`src/rtl/loop_gain_scheduler.sv`:
```
// loop_gain_scheduler: forwards timing-error samples to the loop filter and
// switches gains between acquisition and tracking from windowed |err| sums.
module loop_gain_scheduler #(
  parameter int DW = 16,
  parameter int WIN_LOG2 = 4,
  parameter logic [DW-1:0] C1_ACQ = 16'h0106,
  parameter logic [DW-1:0] C2_ACQ = 16'h0246,
  parameter logic [DW-1:0] C1_TRK = 16'h0041,
  parameter logic [DW-1:0] C2_TRK = 16'h0091,
  parameter logic [DW+WIN_LOG2-1:0] LOCK_TH = 'h1000,
  parameter logic [DW+WIN_LOG2-1:0] UNLOCK_TH = 'h4000,
  parameter int ACQ_MIN = 4,
  parameter int LOCK_CNT = 2,
  parameter int UNLOCK_CNT = 3
) (
  input  logic          clk,
  input  logic          rst,
  input  logic          en,
  input  logic          mk,
  input  logic          err_valid,
  input  logic [DW-1:0] err_in,
  output logic          f_valid,
  output logic [DW-1:0] f_err,
  output logic          f_clr,
  output logic [DW-1:0] c1,
  output logic [DW-1:0] c2,
  output logic          locked,
  output logic [1:0]    state
);
  typedef enum logic [1:0] {IDLE = 2'b00, ACQ = 2'b01, TRK = 2'b10} st_t;
  st_t st;
  logic [DW+WIN_LOG2-1:0] acc_sum, sum;
  logic [WIN_LOG2-1:0] cnt;
  logic [7:0] wins, goods, bads, wins_n, goods_n, bads_n;
  logic [DW-1:0] mag;
  logic acc, last, good, bad;
  assign state = st;
  // Most negative input saturates so the magnitude still fits in DW-1 bits
  always_comb begin
    acc = err_valid & mk & (st != IDLE);
    mag = !err_in[DW-1] ? err_in :
          (err_in == {1'b1, {(DW-1){1'b0}}}) ? {1'b0, {(DW-1){1'b1}}} : -err_in;
    sum = acc_sum + (DW+WIN_LOG2)'(mag);
    last = acc & (&cnt);
    good = sum < LOCK_TH;
    bad = sum > UNLOCK_TH;
    wins_n = (wins >= 8'(ACQ_MIN)) ? wins : wins + 8'd1;
    goods_n = good ? goods + 8'd1 : 8'd0;
    bads_n = bad ? bads + 8'd1 : 8'd0;
  end
  always_ff @(posedge clk) begin
    if (rst || !en) begin
      st <= IDLE;
      c1 <= C1_ACQ;
      c2 <= C2_ACQ;
      locked <= 1'b0;
      f_valid <= 1'b0;
      f_clr <= 1'b0;
      acc_sum <= '0;
      cnt <= '0;
      wins <= '0;
      goods <= '0;
      bads <= '0;
      if (rst) f_err <= '0;
    end else begin
      f_valid <= acc;
      f_clr <= 1'b0;
      if (acc) begin
        f_err <= err_in;
        acc_sum <= last ? '0 : sum;
        cnt <= cnt + 1'b1;
      end
      if (st == IDLE) begin
        st <= ACQ;
        f_clr <= 1'b1;
      end else if (last && st == ACQ) begin
        wins <= wins_n;
        goods <= goods_n;
        // Lock keeps the integrator: no clear pulse on ACQ->TRK
        if (wins_n >= 8'(ACQ_MIN) && goods_n >= 8'(LOCK_CNT)) begin
          st <= TRK;
          c1 <= C1_TRK;
          c2 <= C2_TRK;
          locked <= 1'b1;
          wins <= '0;
          goods <= '0;
          bads <= '0;
        end
      end else if (last && st == TRK) begin
        bads <= bads_n;
        if (bads_n >= 8'(UNLOCK_CNT)) begin
          st <= ACQ;
          f_clr <= 1'b1;
          c1 <= C1_ACQ;
          c2 <= C2_ACQ;
          locked <= 1'b0;
          wins <= '0;
          goods <= '0;
          bads <= '0;
        end
      end
    end
  end
endmodule

```
`config.mk`:
```
export PLATFORM = sky130hd
export DESIGN_NAME = loop_gain_scheduler
export DESIGN_NICKNAME = d
export VERILOG_FILES = /design/src/rtl/loop_gain_scheduler.sv
export SDC_FILE = /design/constraint.sdc
export NUM_CORES = 1
export LEC_CHECK = 0
export CORE_MARGIN = 2
export CORE_UTILIZATION = 54
export DETAILED_ROUTE_END_ITERATION = 10
export PLACE_DENSITY = 0.8
export SYNTH_ARGS = -nofsm -noshare
export SYNTH_HDL_FRONTEND = slang
export SYNTH_SLANG_ARGS = --single-unit
```
`constraint.sdc`:
```
create_clock -name clk -period 6.2 [get_ports clk]
set_clock_uncertainty 0.05 [all_clocks]
set_input_delay 0.93 -clock clk [delete_from_list [all_inputs] [get_ports clk]]
set_output_delay 0.93 -clock clk [all_outputs]
set_load 0.05 [all_outputs]
```
Yosys cells after proc, flatten, opt, wreduce, memory -nomap -nowiden

Cells that the tools add are included.

Bits in registers: 101
Output and inout port bits: 53

$add $sub $neg: 6
Magnitude comparators: 6
Eq/ne operators: 6
Mux-type cells: 40
Bitwise gates (word level): 4
Reductions and logical operators: 20

Operators by type and width:

| cell                                                               | count |
|---|---|
| 2-to-1 mux 16 bit                                                  | 13 |
| 2-to-1 mux 8 bit                                                   | 13 |
| adder 8 x 1 -> 8 bit (second input constant)                       | 3 |
| adder 20 x 16 -> 20 bit                                            | 1 |
| > comparator 20 x 15 -> 1 bit (second input constant)              | 1 |
| less-than comparator 20 x 13 -> 1 bit (second input constant)      | 1 |
| 2-to-1 mux 20 bit                                                  | 1 |
| equality test 16 bit (second input constant)                       | 1 |
| greater-or-equal comparator 8 x 2 -> 1 bit (second input constant) | 2 |
| greater-or-equal comparator 8 x 3 -> 1 bit (second input constant) | 2 |
| negation 16 bit                                                    | 1 |
| AND reduction 3 bit                                                | 4 |
| 2-to-1 mux 1 bit                                                   | 9 |
| 2-to-1 mux 2 bit                                                   | 4 |
| AND reduction 4 bit                                                | 2 |
| nonzero test 2 bit                                                 | 4 |
| nonzero test 3 bit                                                 | 2 |
| adder 4 x 1 -> 4 bit (second input constant)                       | 1 |
| bitwise AND 1 bit                                                  | 3 |
| logical AND 1 bit                                                  | 3 |
| != test 3 x 2 -> 1 bit (second input constant)                     | 1 |
| equality test 2 x 1 -> 1 bit (second input constant)               | 1 |
| equality test 2 bit (second input constant)                        | 1 |
| zero test 2 bit                                                    | 1 |
| 7 further kinds                                                    | 7 |

Logic depth before layout (Yosys ltp)

Gate-level depths: netlist (run 1).

Depth after elaboration: 11
Mapped depth: 21
Depth with buffers taken out: 19

Worst setup path before layout (run 1)

No wires, ideal clock.

Kind: in2reg
Start: input err_in[0]
End: register goods[4]
Data arrival time: 4.569 ns
Required time: 6.033 ns
Setup slack: 1.464 ns
Cell stages on the path: 20
Cells stage by stage: inv_1 > ha_1 > nand2b_1 > nand2b_1 > nand2b_1 > or2_2 > clkbuf_1 > clkbuf_1 > nand2_1 > ha_1 > a21o_1 > a311o_1 > a21o_1 > a21oi_2 > xnor2_1 > o41ai_2 > a31oi_1 > nor3_2 > buf_4 > a22o_1

Longest elaborated chain between the ends: 10
Elaborated cells between the ends (all ways): 16

RTL lines:

| what                                                    | RTL line | RTL |
|---|---|---|
| start, declared                                         | 21       | `input logic [DW-1:0] err_in,` |
| negation 16 bit or equality test 16 bit (tied branches) | 42       | `(err_in == {1'b1, {(DW-1){1'b0}}}) ? {1'b0, {(DW-1){1'b1}}} : -err_in;` |
| 2-to-1 mux 16 bit                                       | 42       |  |
| 2-to-1 mux 16 bit *                                     | 41       | `mag = !err_in[DW-1] ? err_in :` |
| adder 20 x 16 -> 20 bit *                               | 43       | `sum = acc_sum + (DW+WIN_LOG2)'(mag);` |
| less-than comparator 20 x 13 -> 1 bit                   | 45       | `good = sum < LOCK_TH;` |
| 2-to-1 mux 8 bit                                        | 48       | `goods_n = good ? goods + 8'd1 : 8'd0;` |
| greater-or-equal comparator 8 x 2 -> 1 bit              | 80       | `if (wins_n >= 8'(ACQ_MIN) && goods_n >= 8'(LOCK_CNT)) begin` |
| logical AND 1 bit                                       | 80       |  |
| 2-to-1 mux 8 bit                                        | 80       |  |
| 2-to-1 mux 8 bit                                        | 76       | `end else if (last && st == ACQ) begin` |
| end signal, assigned                                    | 78       | `goods <= goods_n;` |
| end, declared                                           | 34       | `logic [7:0] wins, goods, bads, wins_n, goods_n, bads_n;` |

Mark *: on every way between the ends. The rest lies on a longest branch, timed or not.
A chain may end at the register's enable or synchronous reset.

Worst setup path after layout (run 1)

Start: input err_in[3]
End: register wins[6]

Longest elaborated chain between the ends: 10
Elaborated cells between the ends (all ways): 16

RTL lines:

| what                                                    | RTL line | RTL |
|---|---|---|
| negation 16 bit or equality test 16 bit (tied branches) | 42       |  |
| 2-to-1 mux 16 bit                                       | 42       |  |
| 2-to-1 mux 16 bit *                                     | 41       |  |
| adder 20 x 16 -> 20 bit *                               | 43       |  |
| less-than comparator 20 x 13 -> 1 bit                   | 45       |  |
| 2-to-1 mux 8 bit                                        | 48       |  |
| greater-or-equal comparator 8 x 2 -> 1 bit              | 80       |  |
| logical AND 1 bit                                       | 80       |  |
| 2-to-1 mux 8 bit                                        | 80       |  |
| 2-to-1 mux 8 bit                                        | 76       |  |
| end signal, assigned                                    | 77       | `wins <= wins_n;` |
| end, declared                                           | 34       |  |

Marked as above.

==> key figures, run 1 <==
Logic synthesis
  – Simple-gate share of the synthesized area: 23.2%
  – Yosys reg bits: 70
  – Top_reg_cell synth: dfxtp_1
  – Syn Area/Cell: just under 9 um^2
  – Synth Area in XOR/XNOR: roughly 6.7%
  – Synth cell types: a little under 70
  – Synth Area in Compound Gates: 19.9%
  – Sequential cell area fraction in the yosys report: 34.3%
  – Post-Syn Instances: 526
  – Post-synth EDFFs: 16
  – Yosys warnings: 0
  – Mux contribution to synthesized area: 0.934%
  – Fraction of registers with async set or reset after synthesis: 0%
  – Mapped Area: 4560 um^2
  – Main combinational cell family by area after synthesis: simple AND/OR/NAND/NOR gates
  – Synth Area in Adders: 7.03%

Floorplan
  – Core Area: 8220 um^2
  – Chip width: 95.9 um
  – Initial core utilization: 55.5%
  – Die ar.: 9190 um^2
  – Die height: 95.9 um
  – I/O pins: 74
  – Std cell rows: 33

Drt
  – DRC: 0
  – Routed via count: 3857
  – Wire per inst: 14.5 um
  – Vias per cell: around 5.7
  – Final ANT Viol Nets: 0
  – Total Wirelength: 9750 um
  – Drt first pass iters: 5
  – Initial DRC count: 181

Layout
  – Finished Cell Area: between 5000 and 6000 um^2
  – Reg area: approximately 1600 um^2
  – Area grow syn2layout: 14.0%
  – Share of cells above drive strength 1: about 6.9%
  – Fin nets: 607
  – Area taken by multi-input logic gates: 2710 um^2
  – Post-layout util: between 60% and 70%
  – FILL cells: 713
  – ANT cells: 0

STA
  – Final critical-path required period: 5.38 ns
  – Final period utilization: roughly 87%
  – Setup violators final: 0
  – Setup TNS: 0 ns
  – RSZ-0062 raised after global routing: false
  – Worst-margin pin slew: 1.26 ns
  – Fmax: between 0.15 and 0.2 GHz
  – Final slew viol count: 0
  – Fin. Hold Viols: 0
  – Rel. slew slack: around 16%

Clocking
  – Clk sinks: 70
  – Worst-Skew Late Latency: 0.35 ns
  – Htree depth: 3
  – Post-CTS Hold Buffers: 0
  – Worst-path clk slew: 0.08 ns
  – Num CTS Buffers: 9
  – Root Driver: clkbuf_8
  – Post-CTS Setup Inserts: 0
  – CTS max path bufs: 2
  – CTS tree: yes
  – Post-CTS sizing: 0

Worst setup path
  – Critical Path AT: 5.62 ns
  – Critical path peak fanout: 14
  – Data required, critical path: 6.45 ns
  – Top delay family on crit path: compound AO/OA/AOI/OAI gates
  – Crit path capture type: flip-flop
  – Buf/Inv on CP: 1
  – CP max stage cell: clkdlybuf4s50_1
  – Crit start category: input pin
  – CP Cell Sequence: clkdlybuf4s50_1, nor3_1, nand2b_1, nand2b_1, or2_2, a31oi_1, ha_1, a211oi_2, o211ai_2, a211oi_1, nor3_1, or2_4, o41ai_2, a31oi_1, a211oi_2, and2_1
  – Setup CP Type: in2reg
  – CP peak stage delay: 0.50 ns

Placement
  – Dpl cell area: 5000 um^2
  – DP HPWL: just over 7000 um
  – Routability Congestion: roughly 0.96
  – IO buf count: 53

GRT
  – Pin count of the biggest net entering global routing: 32
  – Initial antenna violation count: 0
  – Vias in the first global route: 3550
  – First-pass GRT wire length: 16500 um
  – GR Util All Layers: 22.7%
  – GRT overflow: 0

Pwr
  – Worst vdd ir: 0.0964 mV
  – Pwr Density: 199 nW/um^2
  – LEAKAGE: approximately 2.1 nW

Run status
  – Outcome: complete, no violations

Worst hold path
  – Worst min-delay path class: reg2reg

Run
  – Max-cap violations: 0
[power breakdown]
| part | switching [mW] | internal, mW | total [mW] |
|---|---|---|---|
| clock | 0.183 | 0.187 | 0.370 |
| combinational | 0.126 | 0.0618 | 0.188 |
| sequential | 0.00242 | 0.473 | 0.476 |
| total | 0.312 | 0.721 | 1.03 |
[cells by family (layout without fill, tap and decap cells)]
logic type,after synthesis,in the layout
adder cells (fa/ha/maj),25,25
flip-flops,70,70
other,1,20
AO/OA/AOI/OAI,127,127
buffers and inverters,62,83
multiplexers,4,4
AND/OR/NAND/NOR,202,202
XOR/XNOR,35,35
[cells in the mapped netlist (7+ instances only)]
cell	number	area, um^2
and2_1	27	169
a22oi_1	16	120
xnor2_1	16	140
nor3_1	14	70.1
nand4_1	7	43.8
a31oi_1	7	43.8
xor2_1	19	166
or3_1	8	50.1
a21o_1	11	82.6
nand2b_1	10	62.6
clkbuf_1	14	52.6
nor2_1	39	146
nand2_1	45	169
ha_1	24	300
inv_1	10	37.5
a21oi_1	26	130
nand3_1	15	75.1
dfxtp_1	54	1080
o21ai_0	15	75.1
edfxtp_1	16	480
buf_4	32	240
and3_1	9	56.3
[metrics by stage]
step | power [mW] | std cells | worst slack (ns) | hold WS (ns)
final | 1.03 | 671 | 0.825 | 0.414
after floorplan | 0.631 | 545 | 1.46 | 0.370
after global routing | 1.08 | 671 | 0.429 | 0.427
after CTS | 1.04 | 671 | 0.868 | 0.415
after global placement | 0.669 | 655 | 0.731 | 0.385
after detailed placement | 0.671 | 655 | 0.515 | 0.390
[layer usage]
metal,up-vias,global-route usage [%],part of all wire (%)
met5,-,0,0
met2,141,35.7,44
met1,1784,31.9,48
li1,1913,-,-
met3,19,3.52,6.1
met4,0,7.26,1.7
[final timing paths]
| kind | from | end | slack (ns) | cells after the start |
|---|---|---|---|---|
| setup / recovery | err_in[3] | wins[6] | 0.82 | 16 |
| hold / removal | wins[7] | wins[7] | 0.41 | 1 |
| setup reg to reg | acc_sum[0] | goods[0] | 2.74 | 12 |
| hold reg to reg | wins[7] | wins[7] | 0.41 | 1 |
[flip-flops by register name (all words and copies together), names as in the netlist]
register	cells
wins	8
f_err	16
c1	2
state	2
goods	8
f_clr	1
cnt	4
bads	8
acc_sum	20
f_valid	1
[cells in the final DEF (no fill, tap or decap), types with 8 or more instances in the layout]
cell              n
nand3_1          15
and3_1            9
conb_1           20
and2_1           27
or3_1             8
nand2_1          45
ha_1             24
a21oi_1          26
dfxtp_1          54
edfxtp_1         16
a22oi_1          16
clkdlybuf4s50_1  53
xnor2_1          16
clkbuf_8          9
nor3_1           14
xor2_1           19
o21ai_0          15
inv_1            10
a21o_1           11
nand2b_1         10
nor2_1           39
[layout make-up]
type	count	area share, %
multi-input combinational	413	52.1
sequential	70	30.1
timing repair buffer	57	10.8
tap	105	2.53
clock buffer	9	2.38
clock inverter	7	1.37
inverter	10	0.723
Power figures use the tool's default switching activity.
==> run 2: changes to the inputs <==
--- a/config.mk
+++ b/config.mk
@@ -5,10 +5,12 @@
 export SDC_FILE = /design/constraint.sdc
 export NUM_CORES = 1
 export LEC_CHECK = 0
+export CAP_MARGIN = 20
 export CORE_MARGIN = 2
 export CORE_UTILIZATION = 54
 export DETAILED_ROUTE_END_ITERATION = 10
 export PLACE_DENSITY = 0.8
+export REMOVE_ABC_BUFFERS = 1
 export SYNTH_ARGS = -nofsm -noshare
 export SYNTH_HDL_FRONTEND = slang
 export SYNTH_SLANG_ARGS = --single-unit
==> run 2 against run 1 <==
  * Final area fell by 0.29%
  * Critical path depth rose by 2
  * Clock power fell by 13%
  * Maximum frequency is 1.3% lower
  * Hold slack got worse by 0.0034 ns
  * Critical endpoint is now wins[2]
  * Largest cell class unchanged
==> key figures, run 2 (synthesis results as in run 1) <==
Layout
  – ANT cells: 0 (unchanged)
  – Fin nets: 609 (was 607)
  – Area grow syn2layout: 13.6% (was 14.0%)
  – Max FFs per register: 20 (unchanged)
  – Largest regs: acc_sum (20), f_err (16) (unchanged)
  – Share of cells above drive strength 1: 7.05% (was 6.89%)
  – Finished Cell Area: 5180 um^2 (was 5190 um^2)
  – Non-Filler Instances: 672 (was 671)
  – Commonest non-fill, non-tap cells in the layout: dfxtp_1 (54), clkdlybuf4s50_1 (53), nand2_1 (45) (unchanged)
  – Commonest non-fill, non-tap cell in the layout: dfxtp_1 (unchanged)
  – Largest reg by FF count: acc_sum (unchanged)

Clocking
  – CTS max path bufs: 2 (unchanged)
  – Num CTS Buffers: 9 (unchanged)
  – Root Driver: clkbuf_8 (unchanged)
  – Worst-Skew Late Latency: 0.35 ns (about the same)
  – CTS tree: yes (unchanged)
  – Worst-path clk slew: 0.08 ns (about the same)
  – Post-CTS sizing: 0 (unchanged)
  – Post-CTS Setup Inserts: 0 (unchanged)
  – Post-CTS Hold Buffers: 0 (unchanged)
  – Clk sinks: 70 (unchanged)
  – Htree depth: 3 (unchanged)

Worst setup path
  – Critical path peak fanout: 14 (unchanged)
  – Critical R2R Launch: acc_sum[0] (unchanged)
  – Crit start category: input pin (unchanged)
  – Setup CP Type: in2reg (unchanged)
  – Worst Reg-to-Reg Cells: 12 (unchanged)
  – Crit path capture type: flip-flop (unchanged)
  – Critical Path AT: 5.69 ns (was 5.62 ns)
  – Worst reg2reg endpoint: goods[0] (unchanged)
  – Data required, critical path: 6.44 ns (was 6.45 ns)
  – R2r setup slk: 2.69 ns (was 2.74 ns)

Floorplan
  – Die ar.: 9190 um^2 (unchanged)
  – Die height: 95.9 um (unchanged)
  – Core Area: 8220 um^2 (unchanged)
  – Chip width: 95.9 um (unchanged)
  – Std cell rows: 33 (unchanged)
  – Initial core utilization: 55.5% (unchanged)
  – I/O pins: 74 (unchanged)

GRT
  – GRT overflow: 0 (unchanged)
  – GR Util All Layers: 22.6% (was 22.7%)
  – Vias in the first global route: 3506 (was 3550)
  – Pin count of the biggest net entering global routing: 32 (unchanged)
  – First-pass GRT wire length: 16300 um (was 16500 um)
  – Initial antenna violation count: 0 (unchanged)

STA
  – Setup violators final: 0 (unchanged)
  – RSZ-0062 raised after global routing: false (unchanged)
  – Final period utilization: 87.8% (was 86.7%)
  – Fmax: 0.184 GHz (was 0.186 GHz)
  – Final critical-path required period: 5.45 ns (was 5.38 ns)
  – Worst-margin pin slew: 0.689 ns (was 1.26 ns)
  – Fin. Hold Viols: 0 (unchanged)
  – Hold_ws: 0.410 ns (was 0.414 ns)
  – Rel. slew slack: 53.7% (was 15.9%)
  – Final slew viol count: 0 (unchanged)
  – Setup TNS: 0 ns (unchanged)

Drt
  – Final ANT Viol Nets: 0 (unchanged)
  – Total Wirelength: 9970 um (was 9750 um)
  – Vias per cell: 5.71 (was 5.75)
  – Wire per inst: 14.8 um (was 14.5 um)
  – Routed via count: 3838 (was 3857)
  – DRC: 0 (unchanged)
  – Drt first pass iters: 6 (was 5)
  – Initial DRC count: 208 (was 181)

Run
  – Max-cap violations: 0 (unchanged)

Pwr
  – Worst vdd ir: 0.0931 mV (was 0.0964 mV)
  – Combinational Power Share: 19.1% (was 18.2%)
  – Seq pwr share: 48.2% (was 46.0%)
  – Sw Ratio: 31.3% (was 30.2%)
  – Internal power: 0.678 mW (was 0.721 mW)
  – NetSw: 0.309 mW (was 0.312 mW)
  – Clk pwr share: 32.7% (was 35.8%)
  – LEAKAGE: 2.11 nW (about the same)
  – Pwr Density: 191 nW/um^2 (was 199 nW/um^2)

Placement
  – DP HPWL: 7460 um (was 7270 um)
  – Routability Congestion: 0.918 (was 0.963)
  – Placed Cells incl. Taps: 657 (was 655)
  – IO buf count: 53 (unchanged)
  – Dpl cell area: 5020 um^2 (was 5000 um^2)

Run status
  – Outcome: complete, no violations (unchanged)

Worst hold path
  – Hold Crit Endpoint: wins[6] (was wins[7])
  – Hold path start: wins[6] (was wins[7])
  – Hold depth: 1 (unchanged)
  – Worst min-delay path class: reg2reg (unchanged)
[run 2: cell count changes in the layout (fill, tap and decap cells not counted), sizes merged]
| cell | before | now |
|---|---|---|
| bufinv | 1 | 0 |
| buf | 4 | 6 |
[run 2: final cells by class]
| class | count | area [um^2] |
|---|---|---|
| clock inverter | 6 | 37.5 |
| multi-input combinational | 413 | 2710 |
| tap | 105 | 131 |
| inverter | 10 | 37.5 |
| clock buffer | 9 | 124 |
| fill | 717 | 3040 |
| timing repair buffer | 59 | 579 |
| sequential | 70 | 1560 |
[run 2: worst max path at each step]
stage,endpoint,start,slack [ns]
finish,wins[2],err_in[1],0.75
global route,wins[2],err_in[1],0.42
floorplan,goods[0],err_in[0],1.41
global placement,goods[0],err_in[0],0.70
detailed placement,wins[2],err_in[1],0.45
CTS,wins[2],err_in[1],0.81
[run 2: power groups by stage]
stage               combinational [mW]  clock [mW]  sequential (mW)
floorplan                        0.110           0            0.507
global placement                 0.184           0            0.486
detailed placement               0.187           0            0.486
CTS                              0.188       0.329            0.475
global route                     0.204       0.351            0.476
finish                           0.189       0.323            0.475
[run 2: metrics by stage]
step           worst slack, ns  power (mW)  utilization (%)
2_1_floorplan             1.41       0.617                -
3_3_place_gp             0.699       0.670             60.9
3_5_place_dp             0.455       0.673             61.1
4_1_cts                  0.809       0.993             63.0
5_1_grt                  0.423        1.03             63.0
6_report                 0.754       0.987             63.0
[run 2: critical path, cell delays in order]
cell	delay, ns
clkdlybuf4s50_1	0.46
inv_1	0.11
ha_1	0.17
nand2b_1	0.07
nand2b_1	0.18
nand2b_1	0.24
or2_2	0.44
a31oi_1	0.33
ha_1	0.33
a211oi_2	0.27
o211ai_2	0.22
a211oi_1	0.26
nor3_1	0.12
or2_4	0.29
o41ai_2	0.45
a31oi_1	0.24
a211oi_2	0.39
nor2b_1	0.18
[run 2: metal layers]
layer | vias up | share of wire, % | wire length [um] | track usage, %
li1 | 1924 | - | - | -
met1 | 1796 | 47 | 4700 | 30.7
met2 | 104 | 46 | 4600 | 35.4
met3 | 14 | 5.3 | 530 | 4.86
met4 | 0 | 1.4 | 142 | 8.21
met5 | - | 0 | 0 | 0
==> run 3: changes to the inputs <==
--- a/config.mk
+++ b/config.mk
@@ -5,9 +5,10 @@
 export SDC_FILE = /design/constraint.sdc
 export NUM_CORES = 1
 export LEC_CHECK = 0
+export ABC_AREA = 1
 export CAP_MARGIN = 20
 export CORE_MARGIN = 2
-export CORE_UTILIZATION = 54
+export CORE_UTILIZATION = 55
 export DETAILED_ROUTE_END_ITERATION = 10
 export PLACE_DENSITY = 0.8
 export REMOVE_ABC_BUFFERS = 1
==> run 3 against run 2 <==
  * Sequential power barely moved
  * Combinational power fell by 2%
  * Final cell count is 28% higher
  * Via count is 17% higher
  * Core utilization rose by 0.71 points
  * Non-clock buffer count fell by 4
  * Register-to-register slack improved by 0.35 ns
  * Routed wire length rose by 13%
  * Clock-buffer cell count stayed put
  * Critical path type unchanged
  * Largest cell class unchanged
  * Largest power group unchanged
==> key figures, run 3 <==
Run
  – Max-cap violations: 0 (unchanged)

Drt
  – Final ANT Viol Nets: 0 (unchanged)
  – Routed via count: 4492 (was 3838)
  – Total Wirelength: 11200 um (was 9970 um)
  – Vias per cell: 5.23 (was 5.71)
  – Initial DRC count: 331 (was 208)
  – Drt first pass iters: 5 (was 6)
  – Wire per inst: 13.1 um (was 14.8 um)
  – DRC: 0 (unchanged)

Clocking
  – Num CTS Buffers: 9 (unchanged)
  – Post-CTS sizing: 0 (unchanged)
  – CTS tree: yes (unchanged)
  – Worst-Skew Late Latency: 0.36 ns (was 0.35 ns)
  – Worst-path clk slew: 0.09 ns (was 0.08 ns)
  – Post-CTS Setup Inserts: 0 (unchanged)
  – Root Driver: clkbuf_8 (unchanged)
  – Clk sinks: 70 (unchanged)
  – Htree depth: 3 (unchanged)
  – Post-CTS Hold Buffers: 0 (unchanged)
  – CTS max path bufs: 2 (unchanged)

STA
  – Final slew viol count: 0 (unchanged)
  – Worst-margin pin slew: 0.955 ns (was 0.689 ns)
  – Rel. slew slack: 36.2% (was 53.7%)
  – Fin. Hold Viols: 0 (unchanged)
  – Setup violators final: 0 (unchanged)
  – RSZ-0062 raised after global routing: false (unchanged)
  – Final critical-path required period: 5.68 ns (was 5.45 ns)
  – Final period utilization: 91.6% (was 87.8%)
  – Fmax: 0.176 GHz (was 0.184 GHz)
  – Setup TNS: 0 ns (unchanged)

Placement
  – DP HPWL: 8560 um (was 7460 um)
  – IO buf count: 53 (unchanged)
  – Routability Congestion: 0.937 (was 0.918)

Layout
  – Commonest non-fill, non-tap cell in the layout: nand2_1 (was dfxtp_1)
  – Largest reg by FF count: acc_sum (unchanged)
  – Area grow syn2layout: 12.9% (was 13.6%)
  – Share of cells above drive strength 1: 11.3% (was 7.05%)
  – Commonest non-fill, non-tap cells in the layout: nand2_1 (167), inv_1 (83), nor2_1 (83) (was dfxtp_1 (54), clkdlybuf4s50_1 (53), nand2_1 (45))
  – ANT cells: 0 (unchanged)
  – Fin nets: 792 (was 609)
  – Largest regs: acc_sum (20), f_err (16) (unchanged)
  – Post-layout util: 63.7% (was 63.0%)
  – Max FFs per register: 20 (unchanged)

Worst setup path
  – Crit start category: input pin (unchanged)
  – CP peak stage delay: 0.70 ns (was 0.46 ns)
  – Crit path capture type: flip-flop (unchanged)
  – Setup CP Type: in2reg (unchanged)
  – Data required, critical path: 6.35 ns (was 6.44 ns)
  – CP max stage cell: or4_1 (was clkdlybuf4s50_1)
  – Critical path peak fanout: 14 (unchanged)
  – Critical Path AT: 5.83 ns (was 5.69 ns)
  – CP most frequent cell: nand2_1 (was nand2b_1)

GRT
  – Pin count of the biggest net entering global routing: 55 (was 32)
  – GRT overflow: 0 (unchanged)
  – GR Util All Layers: 23.7% (was 22.6%)
  – First-pass GRT wire length: 18900 um (was 16300 um)
  – Vias in the first global route: 4206 (was 3506)
  – Initial antenna violation count: 0 (unchanged)

Logic synthesis
  – Most area-hungry cell type in the Yosys netlist: dfxtp_1 (unchanged)
  – Syn Area/Cell: 6.88 um^2 (was 8.66 um^2)
  – Synth top cells by count: nand2_1 (167), inv_1 (83), nor2_1 (83) (was dfxtp_1 (54), nand2_1 (45), nor2_1 (39))
  – Count leader, synth: nand2_1 (was dfxtp_1)
  – Yosys warnings: 0 (unchanged)
  – Top post-synthesis cells by area: dfxtp_1 (22%), nand2_1 (13%), edfxtp_1 (9.9%) (was dfxtp_1 (24%), edfxtp_1 (11%), ha_1 (6.6%))
  – Yosys reg bits: 70 (unchanged)
  – Yosys top cell area share: 22.2% (was 23.7%)
  – Top_reg_cell synth: dfxtp_1 (unchanged)
  – Synth cell types: 41 (was 69)
  – Mapped Area: 4870 um^2 (was 4560 um^2)
  – Sequential cell area fraction in the yosys report: 32.0% (was 34.3%)
  – Post-Syn Instances: 708 (was 526)
  – Post-synth EDFFs: 16 (unchanged)
  – Fraction of registers with async set or reset after synthesis: 0% (unchanged)

Pwr
  – Seq pwr share: 46.6% (was 48.2%)
  – Combinational Power Share: 18.0% (was 19.1%)
  – NetSw: 0.343 mW (was 0.309 mW)
  – Internal power: 0.682 mW (was 0.678 mW)
  – Sw Ratio: 33.5% (was 31.3%)
  – Pwr Density: 186 nW/um^2 (was 191 nW/um^2)
  – Clk pwr share: 35.4% (was 32.7%)
  – Worst vdd ir: 0.0867 mV (was 0.0931 mV)
  – LEAKAGE: 2.41 nW (was 2.11 nW)

Worst hold path
  – Worst min-delay path class: reg2reg (unchanged)

Floorplan
  – Die height: 98.1 um (was 95.9 um)
  – Core Area: 8640 um^2 (was 8220 um^2)
  – Die ar.: 9630 um^2 (was 9190 um^2)
  – Chip width: 98.1 um (was 95.9 um)
  – Std cell rows: 34 (was 33)
  – Initial core utilization: 56.4% (was 55.5%)
  – I/O pins: 74 (unchanged)

Run status
  – Outcome: complete, no violations (unchanged)
## run 3: through the flow
stage | cell area (um^2) | hold WS [ns] | setup WS (ns) | cells | power [mW]
6_report | 5500 | 0.393 | 0.523 | 859 | 1.03
5_1_grt | 5500 | 0.415 | 0.0483 | 859 | 1.06
4_1_cts | 5490 | 0.397 | 0.638 | 858 | 1.03
3_5_place_dp | 5310 | 0.380 | 0.297 | 842 | 0.670
3_3_place_gp | 5310 | 0.381 | 0.514 | 842 | 0.667
2_1_floorplan | 4640 | 0.372 | 1.53 | 680 | 0.619
## run 3: cells by family (layout without fill, tap and decap cells)
family | after synthesis | after routing | synth area share, %
AND/OR/NAND/NOR | 383 | 383 | 36.3
buffers and inverters | 137 | 161 | 13.3
AO/OA/AOI/OAI | 76 | 76 | 8.91
flip-flops | 70 | 70 | 32.0
adder cells (fa/ha/maj) | 25 | 25 | 6.57
XOR/XNOR | 16 | 16 | 2.88
other | 1 | 20 | 0.0769
## run 3: power by group through the flow
| stage | Combinational [mW] | Clock [mW] | Sequential, mW |
|---|---|---|---|
| after floorplan | 0.105 | 0 | 0.514 |
| after detailed placement | 0.182 | 0 | 0.488 |
| after global placement | 0.179 | 0 | 0.488 |
| after global routing | 0.199 | 0.385 | 0.478 |
| after CTS | 0.183 | 0.369 | 0.478 |
| final | 0.185 | 0.363 | 0.477 |
## run 3: cell type report
class	count	area, um^2
clock buffer	9	124
fill	787	3130
tap	108	135
clock inverter	7	60.1
timing repair buffer	55	549
multi-input combinational	520	2740
sequential	70	1560
inverter	90	338
## run 3: critical path, delay by kind of cell
family	cells	cell delay, ns
compound gates	1	0.13
fa+ha+maj	3	0.74
buf+inv	4	0.70
simple gates	21	3.28
## run 3: per-layer routing
| metal | track usage [%] | vias up | wire [um] |
|---|---|---|---|
| met5 | 0 | - | 0 |
| met4 | 10.2 | 0 | 239 |
| met3 | 3.22 | 25 | 681 |
| met2 | 36.9 | 158 | 4930 |
| met1 | 33.2 | 2013 | 5400 |
| li1 | - | 2296 | - |
## run 3: path summary, 6_finish.rpt
check | end | slack [ns] | startpoint | cells after the start
max reg2reg | bads[6] | 3.04 | acc_sum[0] | 20
max | bads[6] | 0.52 | err_in[1] | 29
min | wins[4] | 0.39 | wins[4] | 2
min reg2reg | wins[4] | 0.39 | wins[4] | 2
